### src/rtl/float_expand_if.sv
// Bus between a sample producer and float_expand: input sample handshake,
// output result handshake.
interface float_expand_if;
    // Both handshakes use strict valid/ready semantics: a transfer happens
    // on a rising clk edge where valid & ready are both 1. Once valid is 1,
    // it and its payload stay stable until that edge. Ready may change freely.
    logic        in_valid;
    logic        in_ready;
    logic [10:0] DQ0;
    logic        out_valid;
    logic        out_ready;
    logic [15:0] DQ;
    logic        fmt_err;

    modport master (
        output in_valid,
        output DQ0,
        output out_ready,
        input  in_ready,
        input  out_valid,
        input  DQ,
        input  fmt_err
    );

    modport slave (
        input  in_valid,
        input  DQ0,
        input  out_ready,
        output in_ready,
        output out_valid,
        output DQ,
        output fmt_err
    );
endinterface

### src/rtl/float_expand.sv
// Converts a FLOATA-style floating sample {sign, E[3:0], M[5:0]} back to a
// 16-bit sign-magnitude linear value, one left shift per clock.
module float_expand #(
    parameter bit FAST_ZERO = 1'b1
) (
    input  logic           clk,
    input  logic           reset,
    float_expand_if.slave  bus,
    output logic [1:0]     dbg_state
);

    typedef enum logic [1:0] {
        IDLE  = 2'd0,
        SHIFT = 2'd1,
        DONE  = 2'd2
    } state_t;

    state_t      state;
    logic [20:0] acc;
    logic [3:0]  cnt;
    logic        sign_r;

    logic        in_sign;
    logic [3:0]  in_e;
    logic [5:0]  in_m;
    logic        in_noncanon;

    // A canonical sample has a normalised mantissa, or is the zero code E=0, M=32.
    always_comb begin
        in_sign     = bus.DQ0[10];
        in_e        = bus.DQ0[9:6];
        in_m        = bus.DQ0[5:0];
        in_noncanon = (in_e != 4'd0) ? ~in_m[5] : (in_m != 6'b100000);
    end

    assign dbg_state = state;

    always_ff @(posedge clk or posedge reset) begin
        if (reset) begin
            state         <= IDLE;
            acc           <= 21'd0;
            cnt           <= 4'd0;
            sign_r        <= 1'b0;
            bus.in_ready  <= 1'b1;
            bus.out_valid <= 1'b0;
            bus.DQ        <= 16'h0000;
            bus.fmt_err   <= 1'b0;
        end else begin
            case (state)
                IDLE: begin
                    if (bus.in_valid) begin
                        acc          <= {15'd0, in_m};
                        cnt          <= in_e;
                        sign_r       <= in_sign;
                        bus.fmt_err  <= in_noncanon;
                        bus.in_ready <= 1'b0;
                        // With E=0 the 6-bit mantissa is shifted out entirely,
                        // so the magnitude is always zero.
                        if (FAST_ZERO && (in_e == 4'd0)) begin
                            bus.DQ        <= {in_sign, 15'd0};
                            bus.out_valid <= 1'b1;
                            state         <= DONE;
                        end else begin
                            state <= SHIFT;
                        end
                    end
                end
                SHIFT: begin
                    if (cnt != 4'd0) begin
                        acc <= {acc[19:0], 1'b0};
                        cnt <= cnt - 4'd1;
                    end else begin
                        bus.DQ        <= {sign_r, acc[20:6]};
                        bus.out_valid <= 1'b1;
                        state         <= DONE;
                    end
                end
                DONE: begin
                    if (bus.out_ready) begin
                        bus.out_valid <= 1'b0;
                        bus.in_ready  <= 1'b1;
                        state         <= IDLE;
                    end
                end
                default: begin
                    bus.out_valid <= 1'b0;
                    bus.in_ready  <= 1'b1;
                    state         <= IDLE;
                end
            endcase
        end
    end

endmodule

### src/flat_wrapper.sv
// flat-port wrapper written by rule: the top's interface ports become plain ports
module float_expand_flat 
#(
    parameter bit FAST_ZERO = 1'b1
)
  (clk, reset, dbg_state, bus_in_valid, bus_DQ0, bus_out_ready, bus_in_ready, bus_out_valid, bus_DQ, bus_fmt_err);
  float_expand_if bus_i ();
  input  logic clk;
  input  logic reset;
  output logic [1:0] dbg_state;
  input wire logic [$bits(bus_i.in_valid)-1:0] bus_in_valid;
  input wire logic [$bits(bus_i.DQ0)-1:0] bus_DQ0;
  input wire logic [$bits(bus_i.out_ready)-1:0] bus_out_ready;
  output wire logic [$bits(bus_i.in_ready)-1:0] bus_in_ready;
  output wire logic [$bits(bus_i.out_valid)-1:0] bus_out_valid;
  output wire logic [$bits(bus_i.DQ)-1:0] bus_DQ;
  output wire logic [$bits(bus_i.fmt_err)-1:0] bus_fmt_err;
  assign bus_i.in_valid = bus_in_valid;
  assign bus_i.DQ0 = bus_DQ0;
  assign bus_i.out_ready = bus_out_ready;
  assign bus_in_ready = bus_i.in_ready;
  assign bus_out_valid = bus_i.out_valid;
  assign bus_DQ = bus_i.DQ;
  assign bus_fmt_err = bus_i.fmt_err;
  float_expand #(.FAST_ZERO(FAST_ZERO)) u_core (.clk(clk), .reset(reset), .bus(bus_i), .dbg_state(dbg_state));
endmodule
### config.mk
export PLATFORM = sky130hd
export DESIGN_NAME = float_expand_flat
export DESIGN_NICKNAME = d
export VERILOG_FILES = /design/src/rtl/float_expand_if.sv /design/src/rtl/float_expand.sv /design/src/flat_wrapper.sv
export SDC_FILE = /design/constraint.sdc
export NUM_CORES = 1
export LEC_CHECK = 0
export BUFFER_PORTS_ARGS = -buffer_cell sky130_fd_sc_hd__buf_2
export CAP_MARGIN = 15
export CORE_MARGIN = 4
export CORE_UTILIZATION = 40
export CTS_CLUSTER_SIZE = 12
export DETAILED_ROUTE_END_ITERATION = 7
export HOLD_SLACK_MARGIN = 0.03
export PLACE_DENSITY = 0.67
export SLEW_MARGIN = 20
export SYNTH_ARGS = -nofsm -noshare
export SYNTH_HDL_FRONTEND = slang
export SYNTH_SLANG_ARGS = --single-unit
### constraint.sdc
create_clock -name clk -period 1.87 [get_ports clk]
set_clock_uncertainty 0.2 [all_clocks]
set_input_delay 0.0935 -clock clk [delete_from_list [all_inputs] [get_ports clk]]
set_output_delay 0.0935 -clock clk [all_outputs]
set_load 0.01 [all_outputs]
==> reports/summary.txt, run 1 <==
status -> finished clean
DR iter-0 viols -> 77
Final period util -> 97.3%
met2 Use GR -> 25.2%
DP Worst Slack -> -0.0543 ns
Synth cell types -> 44
worst setup margin -> 0.0506 ns
Layout area overhead -> 33.0%
cell area after layout -> 2840 sq um
slowest CP cell -> dfrtp_1
Most used DFF post-synth -> dfrtp_1
clk sinks -> 47
CTS tree -> built
antenna-violating nets left -> 0
peak fanout along the critical path -> 14
FF+latch count, synth -> 47
initial antenna violation count -> 0
post-DP HPWL -> 3.37 mm
cell leakage power -> 1.41 nW
layout cells sized above 1 -> 37.8%
most used cell, CP -> buf_4
number of global-route vias before repair -> 1,709
# port buffers -> 35
Async SR Flop Fraction -> 100%
number of max-cap violations -> 0
DRC violations left -> 0
top post-synthesis cells by count -> 46 x dfrtp_1, 15 x a22o_1, 12 x inv_1, 12 x mux2i_1, 9 x nand2_1
Initial DRT Pass Iterations -> 4
fin crit period -> 1.82 ns
Tightest Hold Check Type -> primary input to asynchronous set/reset pin
synthesized cell area -> 2130 sq um
Pwr Density -> 1500 nW/um^2
Max VDD drop -> 0.644 mV
Initial Utilization -> 41.5%
TritonCTS buffer count -> 5
share of Yosys cell area claimed by the top area cell type -> 53.9%
largest net degree at the start of global routing -> 26
synthesized area per cell -> 12.1 sq um
Worst-Margin Slew -> 0.518 ns
Final Hold Viols -> 0
Reg clk slew, reported paths -> 0.10 ns
global-route wire length before repair -> 8.45 mm
Critical Path, Cell by Cell -> buf_4 -> nor2b_2 -> buf_4 -> and2_1 -> buf_4 -> a22o_1
met1 usage -> 24.5%
FP Rows -> 26
cell taking the most area after synthesis -> dfrtp_1
Placed Area -> 2560 sq um
Mapped Nets -> 193
Gate Count Post-Synth -> 177
top-count cell post-synth -> dfrtp_1
critical path capture point type -> register
die width -> 81.1 microns
post-synthesis sequential area ratio -> 55.2%
CTS root buf -> clkbuf_8
Clock Path Buffers -> 2
Ys Warns -> 0
fill count -> 467
ant diodes -> 0
CP Class -> register to register
Startpoint Class -> register
Die Ht -> 81.1 microns
worst hold slack -> 0.155 ns
slowest stage delay, CP -> 0.40 ns
met3 Use GR -> 3.66%
routed len/inst -> 15.3 microns
top cells by area, synth -> dfrtp_1 54%, a22o_1 6.2%, mux2i_1 5.6%
GRT Residual Overflow -> 0
H-tree depth -> 2
WP data required -> 1.87 ns
Placeable Area -> 5140 sq um
DIE AREA -> 6570 sq um
Slew Viols, Final -> 0
Setup Viol. Count Final -> 0
gr usage total -> 16.9%
Vias -> 1,669
critical path arrival -> 1.82 ns
Boundary Pins -> 36
Post-synth EDFFs -> 0
layer with the highest usage -> met2
Clock Latency Late Sink -> 0.30 ns
final wirelength -> 4.87 mm
fin nets -> 264
Util after Layout -> 55.2%
Slew HR -> 65.4%
Peak Freq -> 550 MHz
Via density -> 5.23
gpl congestion -> 0.851
## final timing paths
| check | cells after the start | slack [ns] | end | from |
|---|---|---|---|---|
| worst min register to register | 1 | 0.30 | u_core.bus.DQ[5] | u_core.bus.DQ[5] |
| worst max register to register | 6 | 0.05 | u_core.bus.DQ[6] | u_core.dbg_state[0] |
| worst max-delay path | 6 | 0.05 | u_core.bus.DQ[6] | u_core.dbg_state[0] |
| worst min-delay path | 3 | 0.16 | u_core.bus.DQ[11] | reset |
| min in group clk | 1 | 0.30 | u_core.bus.DQ[5] | u_core.bus.DQ[5] |
| max in group asynchronous | 4 | 0.72 | u_core.bus.in_ready | reset |
## registers in the layout, summed over array words and instances (netlist names)
signal	cells
u_core.bus.DQ	16
u_core.bus.fmt_err	1
u_core.sign_r	1
u_core.acc	21
u_core.dbg_state	2
u_core.bus.in_ready	1
u_core.cnt	4
u_core.bus.out_valid	1
## repair_timing
item	CTS	global route
hold endpoints to repair	62	0
pin swaps	1	1
hold buffers	14	0
buffers inserted	2	1
setup endpoints to repair	18	29
gates resized for setup	2	5
## stage by stage
step / total power, mW / TNS [ns] / instances
floorplan: 2.83 / 0 / 177
global route: 4.58 / -0.00534 / 319
global placement: 3.52 / 0 / 295
finish: 4.27 / 0 / 319
detailed placement: 3.54 / -0.261 / 295
CTS: 4.25 / 0 / 318
## layout by cell type, fill, tap and decap left out, types with 2 or more instances in the layout
cell           count
dfrtp_1           45
buf_2             35
buf_4             25
a22o_1            15
dlygate4sd3_1     14
mux2i_1           12
inv_1              9
nand2_1            9
o31ai_1            7
o41ai_1            7
mux2_2             6
o21ai_0            5
a21oi_1            5
clkbuf_8           5
nor2_1             3
nor2b_1            3
inv_2              3
mux2_4             3
nor3b_2            2
nand3b_1           2
o22ai_1            2
buf_12             2
## power by group
part / switching [mW] / internal, mW / total [mW]
Clock: 0.369 / 0.268 / 0.638
Sequential: 0.264 / 1.40 / 1.66
Combinational: 0.911 / 1.06 / 1.97
Total: 1.54 / 2.73 / 4.27
## per-layer routing
metal	share of wire (%)	routed length, microns
met5	0	0
met4	0.92	45
met3	3.6	177
met2	48	2320
met1	48	2330
## cell families (layout without fill, tap and decap cells)
logic type                 after synthesis  in the layout  share of synthesized area [%]
AOI/OAI and AO/OA                       52             52                           18.9
xor gates and xnor gates                 1              1                          0.410
adders and majority gates                1              1                          0.586
buffers and inverters                   25             97                           5.39
DFF                                     47             47                           55.2
muxes                                   21             21                           10.4
and+or+nand+nor                         30             30                           9.14
## worst max-delay path: cells and delay by family (launching register included)
kind	cells	cell delay [ns]
AOI/OAI and AO/OA	1	0.24
buffers and inverters	3	0.52
DFF	1	0.40
and+or+nand+nor	2	0.34
## area by class of cell
cell class | instances | area, sq um | area share [%]
Multi-Input combinational cell | 105 | 890 | 31.3
Tap cell | 70 | 87.6 | 3.09
Clock inverter | 3 | 22.5 | 0.793
Clock buffer | 5 | 68.8 | 2.42
Sequential cell | 47 | 1180 | 41.5
Inverter | 13 | 48.8 | 1.72
Timing Repair Buffer | 76 | 543 | 19.1
No activity file was read; power rests on OpenSTA's default activity.
==> inputs of run 2 (changes only) <==
--- a/config.mk
+++ b/config.mk
@@ -5,14 +5,15 @@
 export SDC_FILE = /design/constraint.sdc
 export NUM_CORES = 1
 export LEC_CHECK = 0
-export BUFFER_PORTS_ARGS = -buffer_cell sky130_fd_sc_hd__buf_2
 export CAP_MARGIN = 15
 export CORE_MARGIN = 4
 export CORE_UTILIZATION = 40
 export CTS_CLUSTER_SIZE = 12
 export DETAILED_ROUTE_END_ITERATION = 7
+export DONT_BUFFER_PORTS = 1
+export GPL_ROUTABILITY_DRIVEN = 0
 export HOLD_SLACK_MARGIN = 0.03
-export PLACE_DENSITY = 0.67
+export PLACE_DENSITY = 0.61
 export SLEW_MARGIN = 20
 export SYNTH_ARGS = -nofsm -noshare
 export SYNTH_HDL_FRONTEND = slang
==> reports/summary.txt, run 2 (same netlist as run 1, synthesis figures left out) <==
critical path capture point type -> register
max reg flops -> 21
GRT Residual Overflow -> 0
Initial DRT Pass Iterations -> 4
Clock Path Buffers -> 2
Peak Freq -> 552 MHz
CP startpoint -> u_core.cnt[0]
Vias -> 1,556
worst setup margin -> 0.0569 ns
number of global-route vias before repair -> 1,683
Reg clk slew, reported paths -> 0.09 ns
Top reg by flops -> u_core.acc
CTS root buf -> clkbuf_8
met3 Use GR -> 5.99%
initial antenna violation count -> 0
die width -> 81.1 microns
Placeable Area -> 5140 sq um
status -> finished clean
Clock Latency Late Sink -> 0.30 ns
met1 usage -> 22.9%
CP bufs+invs -> 2
met2 Use GR -> 29.5%
setup slack, reg-to-reg -> 0.06 ns
TritonCTS buffer count -> 5
clk sinks -> 47
Design Power -> 4.18 mW
Critical Path, Cell by Cell -> inv_2 -> ha_4 -> buf_4 -> or4bb_4 -> o211ai_1 -> mux2i_1
DP Worst Slack -> -0.105 ns
ant diodes -> 0
cells on worst reg2reg path -> 6
global-route wire length before repair -> 8.89 mm
peak fanout along the critical path -> 3
largest net degree at the start of global routing -> 27
commonest cells after routing, fill and taps aside -> 44 x dfrtp_1, 20 x buf_4, 15 x a22o_1, 14 x dlygate4sd3_1, 11 x mux2i_1
Slew HR -> 66.5%
routed len/inst -> 19.1 microns
largest registers -> u_core.acc x21, u_core.bus.DQ x16, u_core.cnt x4
setup tns final -> 0 ns
WP data required -> 1.85 ns
Boundary Pins -> 36
number of max-cap violations -> 0
CTS tree -> built
Layout area overhead -> 25.5%
Worst setup endpoint -> u_core.cnt[0]
DIE AREA -> 6570 sq um
Startpoint Class -> register
Reg-to-Reg End -> u_core.cnt[0]
FP Rows -> 26
Die Ht -> 81.1 microns
Util after Layout -> 52.1%
CP Class -> register to register
Slew Viols, Final -> 0
fin nets -> 226
layer with the highest usage -> met2
cell leakage power -> 1.24 nW
final wirelength -> 5.36 mm
layout cells sized above 1 -> 28.0%
post-DP HPWL -> 3.57 mm
RR Startpoint -> u_core.cnt[0]
Final Hold Viols -> 0
Largest delay share family, worst path -> simple AND/OR/NAND/NOR gates
DRC violations left -> 0
Via density -> 5.54
slowest CP cell -> or4bb_4
antenna-violating nets left -> 0
# port buffers -> 0
Initial Utilization -> 41.5%
gr usage total -> 18.1%
fin crit period -> 1.81 ns
Final period util -> 97.0%
Pwr Density -> 1560 nW/um^2
critical path arrival -> 1.80 ns
Max VDD drop -> 0.630 mV
Setup Viol. Count Final -> 0
slowest stage delay, CP -> 0.54 ns
commonest non-fill, non-tap cell in the layout -> dfrtp_1
DR iter-0 viols -> 153
Tightest Hold Check Type -> primary input to asynchronous set/reset pin
H-tree depth -> 2
Worst-Margin Slew -> 0.502 ns
CP Depth -> 6
-- run 2: cell types whose count changed in the layout (fill, tap and decap cells not counted), sizes merged --
cell / change
buf: -38
-- run 2: worst min-delay path by stage --
stage / from / end / slack [ns] / cells after the start
2_1_floorplan: bus_DQ0[5] / u_core.bus.fmt_err / -0.01 / 1
3_5_place_dp: reset / u_core.acc[1] / -0.17 / 1
3_3_place_gp: reset / u_core.bus.DQ[7] / -0.17 / 1
5_1_grt: bus_in_valid / u_core.acc[0] / 0.10 / 4
4_1_cts: bus_in_valid / u_core.bus.fmt_err / 0.06 / 4
6_report: reset / u_core.acc[1] / 0.07 / 2
-- run 2: area by class of cell --
cell class	count	area, sq um
fill	453	2460
sequential	47	1180
multi-input combinational	105	905
timing repair buffer	38	370
tap	70	87.6
clock buffer	5	68.8
inverter	13	48.8
clock inverter	3	18.8
-- run 2: through the flow --
stage | std cells | hold slack (ns) | instance area, sq um
2_1_floorplan | 177 | -0.0104 | 2150
3_3_place_gp | 257 | -0.174 | 2390
3_5_place_dp | 257 | -0.169 | 2390
4_1_cts | 279 | 0.0607 | 2630
5_1_grt | 281 | 0.102 | 2680
6_report | 281 | 0.0667 | 2680
-- run 2: report_power, final --
group / internal, mW / switching, mW
Clock: 0.264 / 0.353
Sequential: 1.40 / 0.397
Combinational: 0.953 / 0.814
-- run 2: timing repair --
action,4_1_cts,5_1_grt
setup endpoints to repair,34,35
pin swaps,0,1
resized for setup,3,8
endpoints found under the hold margin,70,0
buffers inserted,0,2
hold buffers,14,0
-- run 2: metal layers --
layer	share of wire, %	routed length [microns]	vias to the layer above
met5	0	0	-
met4	1.3	72	0
met3	6.0	324	11
met2	48	2600	39
met1	44	2370	788
li1	-	-	718
-- run 2: worst reg2reg max path, cell delays in order, from the launching register on --
cell	delay, ns
dfrtp_1	0.40
inv_2	0.08
ha_4	0.14
buf_4	0.11
or4bb_4	0.54
o211ai_1	0.13
mux2i_1	0.10
